<file path="config.mk">
export PLATFORM = sky130hd
export DESIGN_NAME = fifo_uart_tx
export DESIGN_NICKNAME = d
export VERILOG_FILES = /design/src/rtl/fifo_uart_tx.sv
export SDC_FILE = /design/constraint.sdc
export NUM_CORES = 1
export LEC_CHECK = 0
export CAP_MARGIN = 25
export CORE_MARGIN = 3
export CORE_UTILIZATION = 60
export CTS_BUF_LIST = sky130_fd_sc_hd__clkbuf_16
export DETAILED_ROUTE_END_ITERATION = 8
export PLACE_DENSITY_LB_ADDON = 0.15
export SYNTH_ARGS = -nofsm -noshare
export SYNTH_HDL_FRONTEND = slang
export SYNTH_SLANG_ARGS = --single-unit
</file>
<file path="constraint.sdc">
create_clock -name clk -period 3.3 [get_ports clk]
set_input_delay 0.495 -clock clk [delete_from_list [all_inputs] [get_ports clk]]
set_output_delay 0.495 -clock clk [all_outputs]
set_load 0.05 [all_outputs]
</file>
<file path="src/rtl/fifo_uart_tx.sv">
// fifo_uart_tx: drains a synchronous FIFO (registered read) and sends each word as a UART frame.
// Frame format: 1 start bit, DATA_WIDTH data bits LSB first, 1 stop bit.
// Compile-time option FIFO_UART_TX_PARITY_EN inserts an even-parity bit between data and stop.
//
// Ports:
//   clk         system clock, rising edge
//   rst         asynchronous active-high reset
//   fifo_empty  FIFO empty flag
//   fifo_rd_en  FIFO read strobe (one-cycle pulse in POP)
//   fifo_rdata  FIFO read data, valid the cycle after fifo_rd_en
//   tx          serial output, idles high
//   busy        high from POP through the last STOP cycle
//   tx_done     one-cycle pulse on the final cycle of each stop bit
module fifo_uart_tx #(
  parameter int unsigned DATA_WIDTH   = 8,
  parameter int unsigned CLKS_PER_BIT = 868
) (
  input  logic                  clk,
  input  logic                  rst,
  input  logic                  fifo_empty,
  output logic                  fifo_rd_en,
  input  logic [DATA_WIDTH-1:0] fifo_rdata,
  output logic                  tx,
  output logic                  busy,
  output logic                  tx_done
);

  localparam int unsigned BaudW = (CLKS_PER_BIT > 1) ? $clog2(CLKS_PER_BIT) : 1;
  localparam int unsigned BitW  = (DATA_WIDTH > 1) ? $clog2(DATA_WIDTH) : 1;
  localparam logic [BaudW-1:0] BaudLast = BaudW'(CLKS_PER_BIT - 1);
  localparam logic [BitW-1:0]  BitLast  = BitW'(DATA_WIDTH - 1);

  typedef enum logic [2:0] {
    StIdle   = 3'd0,
    StPop    = 3'd1,
    StLoad   = 3'd2,
    StStart  = 3'd3,
    StData   = 3'd4,
`ifdef FIFO_UART_TX_PARITY_EN
    StParity = 3'd5,
`endif
    StStop   = 3'd6
  } state_e;

  state_e                state_q, state_d;
  logic [BaudW-1:0]      baud_q, baud_d;
  logic [BitW-1:0]       bit_q, bit_d;
  logic [DATA_WIDTH-1:0] shift_q, shift_d;
  logic                  tx_q, tx_d;
  logic                  busy_q, busy_d;
  logic                  rd_en_q, rd_en_d;
  logic                  done_q, done_d;
  logic                  baud_last;

`ifdef FIFO_UART_TX_PARITY_EN
  logic parity_q, parity_d;
`endif

  assign baud_last = (baud_q == BaudLast);

  // Next-state and counter logic.
  always_comb begin
    state_d = state_q;
    baud_d  = baud_q;
    bit_d   = bit_q;
    shift_d = shift_q;
`ifdef FIFO_UART_TX_PARITY_EN
    parity_d = parity_q;
`endif
    case (state_q)
      StIdle: begin
        baud_d = '0;
        if (!fifo_empty) state_d = StPop;
      end
      StPop: begin
        baud_d  = '0;
        state_d = StLoad;
      end
      StLoad: begin
        shift_d = fifo_rdata;
`ifdef FIFO_UART_TX_PARITY_EN
        parity_d = ^fifo_rdata;
`endif
        baud_d  = '0;
        bit_d   = '0;
        state_d = StStart;
      end
      StStart: begin
        if (baud_last) begin
          baud_d  = '0;
          bit_d   = '0;
          state_d = StData;
        end else begin
          baud_d = baud_q + BaudW'(1);
        end
      end
      StData: begin
        if (baud_last) begin
          baud_d  = '0;
          shift_d = shift_q >> 1;
          if (bit_q == BitLast) begin
            bit_d = '0;
`ifdef FIFO_UART_TX_PARITY_EN
            state_d = StParity;
`else
            state_d = StStop;
`endif
          end else begin
            bit_d = bit_q + BitW'(1);
          end
        end else begin
          baud_d = baud_q + BaudW'(1);
        end
      end
`ifdef FIFO_UART_TX_PARITY_EN
      StParity: begin
        if (baud_last) begin
          baud_d  = '0;
          state_d = StStop;
        end else begin
          baud_d = baud_q + BaudW'(1);
        end
      end
`endif
      StStop: begin
        if (baud_last) begin
          baud_d  = '0;
          // Only point besides IDLE where fifo_empty is looked at.
          state_d = fifo_empty ? StIdle : StPop;
        end else begin
          baud_d = baud_q + BaudW'(1);
        end
      end
      default: begin
        baud_d  = '0;
        bit_d   = '0;
        state_d = StIdle;
      end
    endcase
  end

  // Outputs are decoded from the next state so the registered outputs line up with state_q.
  always_comb begin
    tx_d    = 1'b1;
    busy_d  = (state_d != StIdle);
    rd_en_d = (state_d == StPop);
    done_d  = (state_d == StStop) && (baud_d == BaudLast);
    case (state_d)
      StStart:  tx_d = 1'b0;
      StData:   tx_d = shift_d[0];
`ifdef FIFO_UART_TX_PARITY_EN
      StParity: tx_d = parity_d;
`endif
      default:  tx_d = 1'b1;
    endcase
  end

  always_ff @(posedge clk or posedge rst) begin
    if (rst) begin
      state_q <= StIdle;
      baud_q  <= '0;
      bit_q   <= '0;
      shift_q <= '0;
      tx_q    <= 1'b1;
      busy_q  <= 1'b0;
      rd_en_q <= 1'b0;
      done_q  <= 1'b0;
    end else begin
      state_q <= state_d;
      baud_q  <= baud_d;
      bit_q   <= bit_d;
      shift_q <= shift_d;
      tx_q    <= tx_d;
      busy_q  <= busy_d;
      rd_en_q <= rd_en_d;
      done_q  <= done_d;
    end
  end

`ifdef FIFO_UART_TX_PARITY_EN
  always_ff @(posedge clk or posedge rst) begin
    if (rst) begin
      parity_q <= 1'b0;
    end else begin
      parity_q <= parity_d;
    end
  end
`endif

  assign tx         = tx_q;
  assign busy       = busy_q;
  assign fifo_rd_en = rd_en_q;
  assign tx_done    = done_q;

endmodule

</file>
# Yosys cells after proc, flatten, opt, wreduce, memory -nomap -nowiden
# Cells that the tools add are included.
# classes
order_cmp	0
multipliers	0
mux	16
n_reduce_logical	8
addsub	2
n_eq_ne	14
shifts	0
n_div	0
bitwise_logic	1
# ops
operator	n
$mux 3	8
$eq 10x10->1 const B	2
$mux 10	2
$pmux 3 s6	1
$pmux 8 s2	1
$eq 3x3->1 const B	5
$add 10x1->10 const B	1
$eq 3x2->1 const B	3
$pmux 3 s3	1
$mux 8	1
$eq 3x1->1 const B	2
$reduce_or 3->1	2
$ne 2x2->1 const B	2
$add 3x1->3 const B	1
$logic_not 3->1	1
$reduce_and 3->1	1
$reduce_bool 3->1	1
$pmux 1 s2	1
$reduce_and 2->1	1
$reduce_bool 2->1	1
$logic_and 1x1->1	1
$mux 1	1
$not 1->1	1
# word_totals
in_bits	11
latchBits	0
mem_count	0
output_inout_bits	4
regBits	28
ram_bits	0
word_cells	50
mem_bits_ro	0

# Logic depth before layout (Yosys ltp)
# depth
word_depth	6
mapped_depth	7
mapped_depth_nobuf	6

# Worst setup path after synthesis
# OpenSTA, ideal clock, no wires.
# synth_path
kind	register -> register
from	reg baud_q[0]
to	reg done_q (netlist: tx_done)
path_buffers	1
path_slack_ns	1.490
setup_time_ns	0.068
arrival_ns	1.742
period_less_slack_ns	1.810
t_required_ns	3.232
stages_incl_launch_ff	8
cell_sequence	dfrtp_1 ha_1 and3b_1 and3_1 buf_6 maj3_2 a21oi_2 and4b_1
# synth_via
elab_chain_cells	5
elab_cells_between_ends	11
classes_between	add/sub: 1; eq/ne: 3; mux: 6; reduce/logical: 1
# synth_rtl
item	line_no	source
start, declared	46	logic [BaudW-1:0] baud_q, baud_d;
start signal, assigned	170	baud_q <= baud_d;
$eq 10x10->1 *	59	assign baud_last = (baud_q == BaudLast);
$mux 3, on equally long branches	126, 89, 98	
$pmux 3 s6 *	70	case (state_q)
named net state_d[1]	45	state_e state_q, state_d;
$eq 3x3->1 *	147	done_d = (state_d == StStop) && (baud_d == BaudLast);
$logic_and 1x1->1 *	147	
named net done_d	52	logic done_q, done_d;
end signal, assigned	176	done_q <= done_d;
end, declared	52	
# Mark *: on every way through the listed nets, which the timed path passes. The rest lies on a longest branch.
# A chain may end at the register's enable or synchronous reset.

# Worst setup path in the final report
# layout_path
from	reg baud_q[0]
to	reg shift_q[4]
# layout_via
elab_chain_cells	3
# layout_rtl
item	line_no	source
$eq 10x10->1	59	
$ne 2x2->1 (no source line)	--	
$reduce_and 2->1 (no source line)	--	
end signal, assigned	172	shift_q <= shift_d;
end, declared	48	logic [DATA_WIDTH-1:0] shift_q, shift_d;
# Every way passes these cells.

==> run_summary.xml <==
<?xml version="1.0" encoding="UTF-8"?>
<metrics>
  <group name="logic_synthesis">
    <metric name="ys_seq_elements" unit="">28</metric>
    <metric name="cell_taking_the_most_area_after_synthesis" unit="">dfrtp_1</metric>
    <metric name="most_used_standard_cell_by_instance_count_after_synthesis" unit="">dfrtp_1</metric>
    <metric name="synth.distinct_cells" unit="">43</metric>
    <metric name="synth_enable_flop_cells" unit="">0</metric>
    <metric name="yosys.area.top_type_share" unit="">0.453</metric>
    <metric name="synth_commonest_cells" unit="">dfrtp_1, nor2_1, o21ai_0, nand2_1, a21oi_1</metric>
    <metric name="synthesis.area" unit="mm2">0.00149</metric>
    <metric name="synth_xor_xnor_area_share" unit="">0.0353</metric>
    <metric name="post_synth_and_or_nand_nor_area_fraction" unit="">0.214</metric>
    <metric name="yosys_warnings" unit="">0</metric>
    <metric name="synth_compound_area_frac" unit="">0.208</metric>
    <metric name="async_reset_ff_frac" unit="">1.00</metric>
    <metric name="post_synth_inst_count" unit="">154</metric>
    <metric name="ys_seq_area_frac" unit="">0.471</metric>
    <metric name="largest_family_of_logic_cells_by_synthesized_area" unit="">simple AND/OR/NAND/NOR gates</metric>
    <metric name="post_synth_mux_area_share" unit="">0.00756</metric>
    <metric name="synth_top_flop_cell" unit="">dfrtp_1</metric>
    <metric name="yosys-top-cells-area" unit="">dfrtp_1, nor2_1, a22o_1</metric>
    <metric name="synthesis.area_per_instance" unit="um2">9.68</metric>
    <metric name="yosys.area_share.adder" unit="">0.0327</metric>
    <metric name="syn_nets" unit="">168</metric>
  </group>
  <group name="global_route">
    <metric name="largest_net_degree_at_the_start_of_global_routing" unit="">29</metric>
    <metric name="antenna_found_initial" unit="">0</metric>
    <metric name="grt_first_pass_wirelength" unit="mm">5.50</metric>
    <metric name="global_route.overflow_total" unit="">0</metric>
    <metric name="first_global_vias" unit="">1201</metric>
    <metric name="grtUsageTotal" unit="">0.218</metric>
  </group>
  <group name="worst_setup_path">
    <metric name="worst_setup_path_start_kind" unit="">flop</metric>
    <metric name="worst_ep_required_time" unit="ns">3.45</metric>
    <metric name="timing_worst_setup_path_type" unit="">flop to flop</metric>
    <metric name="reg2reg_slack" unit="ns">1.20</metric>
    <metric name="reg2reg_depth" unit="">6</metric>
    <metric name="timing.critical_path.fanout_max" unit="">9</metric>
    <metric name="r2r_start" unit="">baud_q[0]</metric>
    <metric name="worst_r2r_endpoint" unit="">shift_q[4]</metric>
    <metric name="setup.worst_path.end_class" unit="">flop</metric>
    <metric name="worst_ep_arrival_time" unit="ns">2.25</metric>
  </group>
  <group name="clock_network">
    <metric name="clk_latency" unit="ns">0.26</metric>
    <metric name="cts_hold_buf" unit="">0</metric>
    <metric name="cts.reportedPaths.clkPinSlew" unit="ns">0.07</metric>
    <metric name="cts_buf_count" unit="">3</metric>
    <metric name="cts.path.max_buffers" unit="">2</metric>
    <metric name="clk_root_buffer_cell" unit="">clkbuf_16</metric>
    <metric name="cts_sinks" unit="">28</metric>
    <metric name="cts.repair.resized" unit="">0</metric>
    <metric name="cts.repair_timing.setup_buffer_count" unit="">0</metric>
    <metric name="tritoncts" unit="">yes</metric>
    <metric name="cts-htree-levels" unit="">1</metric>
  </group>
  <group name="drt">
    <metric name="routed-via-count" unit="">1176</metric>
    <metric name="postRouteWirelength" unit="mm">3.28</metric>
    <metric name="wire_per_inst" unit="um">16.8</metric>
    <metric name="drt_pass_1_iters" unit="">4</metric>
    <metric name="remaining_drc_errors" unit="">0</metric>
    <metric name="viasPerCell" unit="">6.00</metric>
    <metric name="drt_first_iter_violations" unit="">41</metric>
    <metric name="final_antenna_net_count" unit="">0</metric>
  </group>
  <group name="timing">
    <metric name="clock.fmax" unit="MHz">477</metric>
    <metric name="setup_total_negative_slack" unit="ns">0</metric>
    <metric name="timing.hold.ws" unit="ns">0.454</metric>
    <metric name="timing.final.crit_share" unit="">0.635</metric>
    <metric name="finalMaxSlewViolations" unit="">0</metric>
    <metric name="slew_headroom" unit="">0.659</metric>
    <metric name="clock-skew-final" unit="ns">0.00169</metric>
    <metric name="worst-slew-pin-transition" unit="ns">0.509</metric>
    <metric name="report.final.hold_viol_count" unit="">0</metric>
    <metric name="setup_viol" unit="">0</metric>
    <metric name="rsz_0062_raised_after_global_routing" unit="">no</metric>
    <metric name="post_layout_min_period" unit="ns">2.10</metric>
  </group>
  <group name="power_and_ir_drop">
    <metric name="ir_worst_vdd" unit="mV">0.319</metric>
    <metric name="power_density" unit="mW/mm2">417</metric>
    <metric name="p_leak" unit="uW">0.000795</metric>
  </group>
  <group name="cells_and_area">
    <metric name="number_of_antenna_diodes" unit="">0</metric>
    <metric name="nets" unit="">183</metric>
    <metric name="drive_above_1_share" unit="">0.101</metric>
    <metric name="layout.filler_cells" unit="">151</metric>
    <metric name="area.growth.synth_to_final" unit="%">18.8</metric>
  </group>
  <group name="floorplanning">
    <metric name="die_area" unit="mm2">0.00312</metric>
    <metric name="die_x" unit="um">55.8</metric>
    <metric name="floorplan.rows" unit="">17</metric>
    <metric name="die_h" unit="um">55.8</metric>
    <metric name="core_region_area" unit="mm2">0.00228</metric>
    <metric name="initial_utilization" unit="">0.655</metric>
    <metric name="io_pins" unit="">15</metric>
  </group>
  <group name="placed_design">
    <metric name="place_congestion" unit="">0.814</metric>
    <metric name="numPortBuffers" unit="">14</metric>
    <metric name="post-dp-hpwl" unit="mm">2.26</metric>
  </group>
  <group name="outcome">
    <metric name="outcome" unit="">completed</metric>
  </group>
  <group name="min_path">
    <metric name="hold_path_class" unit="">primary input to asynchronous set/reset pin</metric>
  </group>
  <group name="job">
    <metric name="max_cap_violations" unit="">0</metric>
  </group>
</metrics>
==> logic make-up (layout without fill, tap and decap cells) <==
group                    count (synthesis)  after routing
flip-flops                              28             28
buffers and inverters                   10             24
adder cells (fa/ha/maj)                  4              4
AO/OA/AOI/OAI                           46             46
AND/OR/NAND/NOR                         59             59
XOR/XNOR                                 6              6
multiplexers                             1              1
==> state kept, by name, summed over array words and instances, names as in the netlist <==
| signal | count |
|---|---|
| state_q | 3 |
| fifo_rd_en | 1 |
| busy | 1 |
| tx | 1 |
| baud_q | 10 |
| shift_q | 8 |
| tx_done | 1 |
| bit_q | 3 |
==> critical path, cell delays in order, from the launching register on <==
cell,delay [ns]
dfrtp_1,0.41
ha_1,0.24
and3b_1,0.26
nand3_1,0.28
nor2_2,0.39
nor2_1,0.19
a21o_1,0.22
==> worst max path at each step <==
stage,start,endpoint,slack [ns],cells past startpoint
3_3_place_gp,baud_q[0],shift_q[5],1.41,6
4_1_cts,tx,tx,1.23,1
6_report,baud_q[0],shift_q[4],1.20,6
2_1_floorplan,baud_q[0],tx_done,1.49,7
5_1_grt,baud_q[0],shift_q[5],1.05,6
3_5_place_dp,baud_q[0],shift_q[4],1.29,6
==> cell type report <==
type / count / area, um2 / share of cell area
Clock buffer: 3 / 75.1 / 0.0424
Sequential cell: 28 / 702 / 0.396
Multi-Input combinational cell: 116 / 742 / 0.419
Clock inverter: 1 / 30.0 / 0.0170
Tap cell: 28 / 35.0 / 0.0198
Inverter: 5 / 18.8 / 0.0106
Timing Repair Buffer: 15 / 168 / 0.0947
==> power by group <==
group	switching [uW]	internal [uW]	leakage, uW	total, uW
Sequential	2.93	348	0.000330	351
Clock	117	242	0.0000511	359
Combinational	11.1	17.2	0.000414	28.3
Total	131	607	0.000795	738
==> stage by stage <==
step | std cells | instance area [um2] | setup WS, ns | utilization | total power, uW
5_1_grt | 196 | 1770 | 1.05 | 0.778 | 756
3_5_place_dp | 191 | 1640 | 1.29 | 0.720 | 382
2_1_floorplan | 154 | 1490 | 1.49 | - | 366
3_3_place_gp | 191 | 1640 | 1.41 | 0.720 | 381
6_report | 196 | 1770 | 1.20 | 0.778 | 738
4_1_cts | 195 | 1740 | 1.23 | 0.766 | 735
==> cells in the final DEF, fill, tap and decap left out, types with 2 or more instances in the layout <==
cell	instances
nor3b_1	2
a21oi_1	8
nor2b_1	3
clkbuf_16	3
inv_1	5
a21o_1	6
nor2_1	17
a31oi_1	2
a22o_1	6
xnor2_1	2
and3_1	6
o22ai_1	2
a211oi_1	2
nand3_1	6
ha_1	3
dfrtp_1	27
and2_2	2
o21ai_0	10
xor2_1	4
or2_2	3
nand2b_1	2
nand2_1	9
a22oi_1	4
clkdlybuf4s50_1	14
==> per-layer routing <==
metal | global-route usage | routed length (um)
met5 | 0 | 0
met4 | 0.0339 | 9
met3 | 0.0371 | 103
met2 | 0.400 | 1700
met1 | 0.272 | 1470
No activity file was read; power rests on OpenSTA's default activity.
